File: src/rtl/full_sub_cell.sv
// ---------------------------------------------------------------------------
// full_sub_cell
//   One-bit full subtractor: computes a - b - bin, giving the difference bit
//   and the borrow into the next more significant bit.
//
// Ports:
//   a    : minuend bit
//   b    : subtrahend bit
//   bin  : borrow-in from the less significant bit (or the external borrow-in)
//   d    : difference bit
//   bout : borrow-out to the more significant bit
// ---------------------------------------------------------------------------
module full_sub_cell (
  input  logic a,
  input  logic b,
  input  logic bin,
  output logic d,
  output logic bout
);

  assign d    = a ^ b ^ bin;
  // Borrow whenever the bit cannot cover b plus the incoming borrow.
  assign bout = (~a & b) | (~a & bin) | (b & bin);

endmodule

File: src/rtl/full_sub.sv
// ---------------------------------------------------------------------------
// full_sub
//   Ripple-borrow subtractor computing a - b - cin, modulo 2^WIDTH.
//   The combinational results (s, cout, ovf) are valid in the same cycle the
//   inputs change and ignore rst. Registered copies (s_q, cout_q, ovf_q)
//   follow one clock later and are cleared by synchronous reset.
//   WIDTH=1 is the plain 1-bit full subtractor used on the ALU subtract path.
//
// Parameters:
//   WIDTH  : operand/result width in bits (>= 1)
//
// Ports:
//   clk    : system clock, rising-edge active
//   rst    : synchronous active-high reset, clears registered outputs only
//   a      : minuend
//   b      : subtrahend
//   cin    : borrow-in (1 = subtract an extra 1)
//   s      : combinational difference
//   cout   : combinational borrow-out (1 when unsigned a < b + cin)
//   ovf    : combinational two's-complement overflow flag
//   s_q    : s registered
//   cout_q : cout registered
//   ovf_q  : ovf registered
// ---------------------------------------------------------------------------
module full_sub #(
  parameter int WIDTH = 1
) (
  input  logic             clk,
  input  logic             rst,
  input  logic [WIDTH-1:0] a,
  input  logic [WIDTH-1:0] b,
  input  logic             cin,
  output logic [WIDTH-1:0] s,
  output logic             cout,
  output logic             ovf,
  output logic [WIDTH-1:0] s_q,
  output logic             cout_q,
  output logic             ovf_q
);

  // Signed overflow of a - b: only possible when the operand signs differ,
  // and then it happened if the result sign disagrees with the minuend.
  function automatic logic sub_ovf(input logic a_msb, input logic b_msb,
                                   input logic s_msb);
    return (a_msb != b_msb) && (s_msb != a_msb);
  endfunction

  // Borrow chain: bchain[0] is the external borrow-in, bchain[WIDTH] the
  // borrow-out of the most significant cell.
  logic [WIDTH:0] bchain;

  assign bchain[0] = cin;

  for (genvar i = 0; i < WIDTH; i++) begin : g_cell
    full_sub_cell u_cell (
      .a    (a[i]),
      .b    (b[i]),
      .bin  (bchain[i]),
      .d    (s[i]),
      .bout (bchain[i+1])
    );
  end

  assign cout = bchain[WIDTH];
  assign ovf  = sub_ovf(a[WIDTH-1], b[WIDTH-1], s[WIDTH-1]);

  // ---- stage boundary: combinational result -> registered copies ----------
  always_ff @(posedge clk) begin
    if (rst) begin
      s_q    <= '0;
      cout_q <= 1'b0;
      ovf_q  <= 1'b0;
    end else begin
      s_q    <= s;
      cout_q <= cout;
      ovf_q  <= ovf;
    end
  end

endmodule

File: config.mk
export PLATFORM = sky130hd
export DESIGN_NAME = full_sub
export DESIGN_NICKNAME = d
export VERILOG_FILES = /design/src/rtl/full_sub_cell.sv /design/src/rtl/full_sub.sv
export SDC_FILE = /design/constraint.sdc
export NUM_CORES = 1
export LEC_CHECK = 0
export ABC_AREA = 1
export BUFFER_PORTS_ARGS = -buffer_cell sky130_fd_sc_hd__buf_2
export CORE_AREA = 2 2 39 41
export CTS_CLUSTER_DIAMETER = 30
export CTS_CLUSTER_SIZE = 10
export DETAILED_ROUTE_END_ITERATION = 16
export DIE_AREA = 0 0 41 43
export RECOVER_POWER = 100
export SLEW_MARGIN = 25
export SYNTH_ARGS = -nofsm -noshare
export SYNTH_HDL_FRONTEND = slang
export SYNTH_SLANG_ARGS = --single-unit
File: constraint.sdc
create_clock -name clk -period 2.1 [get_ports clk]
set_input_delay 0.63 -clock clk [delete_from_list [all_inputs] [get_ports clk]]
set_output_delay 0.63 -clock clk [all_outputs]
set_load 0.05 [all_outputs]
---- Yosys cells after proc, flatten, opt, wreduce, memory -nomap -nowiden ----
Index checks and enable logic that the tools add are counted.
word-level totals
  bits in latches ......................... 0
  memories ................................ 0
  word-level logic and storage cells ...... 14
  bits of input ports ..................... 5
  bits in registers ....................... 3
  memory bits (read-only) ................. 0
  bits in writable memories ............... 0
operators by class
  $lt $le $gt $ge ......................... 0
  multiply operators ...................... 0
  reduce and logical (&&, ||, !) cells .... 1
  multiplexer cells ....................... 0
  shift operators ......................... 0
  div/mod/pow operators ................... 0
  add/subtract/negate cells ............... 0
  bitwise gates (word level) .............. 8
  eq/ne operators ......................... 2
operators with widths
  operator               number
  1-bit bitwise AND      3
  1-bit inequality test  2
  1-bit bitwise OR       2
  1-bit XOR              2
  1-bit logical AND      1
  1-bit inverter         1

---- Logic depth before layout (Yosys ltp) ----
  depth in word-level cells ............... 4
  depth in mapped cells ................... 6
  mapped depth without buffers ............ 6

---- Modules after synthesis ----
Synthesis repeated with hierarchy kept, for this count alone.
second synthesis, totals
  cell total of the unflattened synthesis .. 19
  area total of the unflattened synthesis .. 143.9 sq um
modules (own cells, without submodules)
  module         cells an instance  area each (sq um)  instances
  full_sub       16                 116.4              1
  full_sub_cell  3                  27.5               1

---- Least setup slack after synthesis ----
OpenSTA, ideal clock, no wires.
  kind .................................... input to output
  start ................................... input a
  end ..................................... output ovf
  setup slack ............................. -415 ps
  data required time ...................... 1470 ps
  arrival ................................. 1885 ps
  stages on the path ...................... 6
  cells stage by stage .................... inv_1 fa_1 inv_2 nand2_2 nand3_2 inv_1
between the ends
  longest elaborated chain between the ends .. 4
RTL lines
  element                 line                 text
  start, declared         full_sub.sv:30       input logic [WIDTH-1:0] a,
  1-bit XOR (2 in a row)  full_sub_cell.sv:21  assign d = a ^ b ^ bin;
  net s                   full_sub.sv:33       output logic [WIDTH-1:0] s,
  1-bit inequality test   full_sub.sv:45       return (a_msb != b_msb) && (s_msb != a_msb);
  1-bit logical AND       full_sub.sv:45
  end, declared           full_sub.sv:35       output logic ovf,
The timed path passes the listed nets, and every way through them passes these cells.

---- Worst setup path after layout ----
  start ................................... input cin
  end ..................................... output ovf
between the ends
  longest elaborated chain between the ends .. 3
RTL lines
  element                line                 text
  start, declared        full_sub.sv:32       input logic cin,
  1-bit XOR              full_sub_cell.sv:21
  1-bit inequality test  full_sub.sv:45
  1-bit logical AND      full_sub.sv:45
No other way between the ends.

==> run metrics <==
status=complete, but fails checks; failing checks=negative setup slack; crit path DAT=1.74 ns; worst hold path depth=2; area fraction of the dominant cell type after synthesis=0.4138; CTS hold repair buffers=0; Port Buffers=10; final hold violations=0; proportion of layout cells with a drive suffix above 1=0.6667; initial core utilization=0.1049; Max stage delay cell, worst path=fa_2; post-synthesis cell count=16; first-pass GRT wire length=593 um; Die Area=1763 sq um; total track usage=0.05221; min cycle time layout=2.374 ns; Yosys cell types=10; Initial DRC Count=2; total CTS buffers=3; period utilization=1.130; critical path class=in2out; Slew @ Worst Pin=0.5914 ns; max-slew violations=0; Die Span Y=43 um; via total after detailed routing=165; # setup viols final=2; Clock Sinks=3; Area growth syn-to-layout=142.2%; CP max FO=3; DRC Markers=0; pre-CTS setup slack=-0.3958 ns; drt wl/cell=6.712 um; GP Congestion=0.5760; Lkg Pwr=0.1681 nW; Hold Crit Class=in2reg; DIE WIDTH=approximately 40 um; CP peak stage delay=0.63 ns; grt ovf=0; CP required=1.47 ns; initial antenna violation count=0; vias in the first global route=157; crit end category=output port; pwr/cell area=837.1 nW/um^2; total number of yosys warnings=0; cell taking the most area after synthesis=dfxtp_1; RSZ-0062 raised after global routing=true; CTS tree=done; via/cell ratio=3.173; fmax=roughly 420 MHz; Final HPWL DP=282.4 um; Seq/Total Area, Yosys=0.4138; Tot Pwr=294.3 uW; Core ar.=1384 sq um; Net Count, Synth=23; io pins=11; startpoint types=input port; critical path, cell by cell=buf_6, fa_2, nand2_2, nand3_4, clkinvlp_4, buf_8; ant diodes=0; Area contributors post-synth=dfxtp_1 (41%), fa_1 (14%), inv_1 (10%); Root Driver=clkbuf_4; largest net degree at the start of global routing=4; First-pass DRT Iterations=3; Routed Antenna Nets=0; cell area after synthesis=145.1 sq um; nets=between 40 and 50; Rows=14; Yosys reg bits=3; final wirelength=349 um; Rel. slew slack=0.6075; max_cap viols=0; H-tree levels=1; peak supply drop=0.0002301 V; final worst slack=-0.2737 ns; Syn Area/Cell=9.071 sq um; clock slew at reported path FFs=0.04 ns; Clock Path Buffers=2
[worst max-delay path, delay by kind of cell]
kind / cells / cell delay (ns)
adder cells (fa/ha/maj): 1 / 0.63
buffers and inverters: 3 / 0.33
AND/OR/NAND/NOR: 2 / 0.15
[cell usage after synthesis]
cell type  instances
nand2_2            1
fa_1               1
nand2_1            1
dfxtp_1            3
nor2_2             1
nor2_1             2
inv_1              4
ha_1               1
nand3_2            1
inv_2              1
[sequential cells by signal (all words and copies together), names as in the netlist]
register / count
cout_q: 1
ovf_q: 1
s_q: 1
[what timing repair did]
action,CTS,global route
setup buffers,1,0
resized for setup,10,1
setup endpoints to repair,2,2
pin swaps,2,2
[metrics by stage]
| stage | cells | hold slack, ns | instance area (sq um) | util | TNS [ns] |
|---|---|---|---|---|---|
| final | 52 | 0.5756 | 351.6 | 0.2541 | -0.4508 |
| after CTS | 52 | 0.5691 | 349.1 | 0.2523 | -0.4889 |
| after detailed placement | 47 | 0.8244 | 279.0 | 0.2016 | -0.6596 |
| after global placement | 47 | 0.8214 | 279.0 | 0.2016 | -0.6549 |
| after global routing | 52 | 0.5741 | 351.6 | 0.2541 | -0.5191 |
| after floorplan | 16 | 0.6967 | 171.4 | - | -0.2079 |
[cell usage in the layout, fill, tap and decap left out, drive strengths merged]
cell	synthesis	final
clkbuf	0	8
inv	5	4
nand2	2	2
buf	0	12
ha	1	1
clkinvlp	0	1
nor2	3	3
dfxtp	3	3
fa	1	1
nand3	1	1
[worst paths after layout]
path / from / to / slack (ns)
min: rst / ovf_q$_SDFF_PP0_ / 0.58
max: cin / ovf / -0.27
[power by group]
group          switching, mW  total [mW]  internal [mW]
logic                 0.0757       0.127         0.0512
clock network         0.0327       0.104         0.0714
registers            0.00109      0.0634         0.0623
total                  0.109       0.294          0.185
[per-layer routing]
layer | wire length [um] | track usage | up-vias
met5 | 0 | 0 | -
met1 | 129 | 0.04823 | 75
li1 | - | - | 83
met4 | 0 | 0.02000 | 0
met2 | 181 | 0.07813 | 7
met3 | 38 | 0.04712 | 0
[cell type report]
| cell class | count | area, sq um |
|---|---|---|
| multi-input cells | 8 | 83.83 |
| repair buffers | 16 | 131.4 |
| clock buffers | 4 | 26.28 |
| fillers | 162 | 1032 |
| inverters | 5 | 30.03 |
| well taps | 16 | 20.02 |
| flip-flops and latches | 3 | 60.06 |
[cells by family (layout without fill, tap and decap cells)]
group / after synthesis / in the layout / share of synthesized area
flip-flops: 3 / 3 / 0.4138
adder cells (fa/ha/maj): 2 / 2 / 0.2241
AND/OR/NAND/NOR: 6 / 6 / 0.2328
buffers and inverters: 5 / 25 / 0.1293
(Power assumes the default switching activity.)
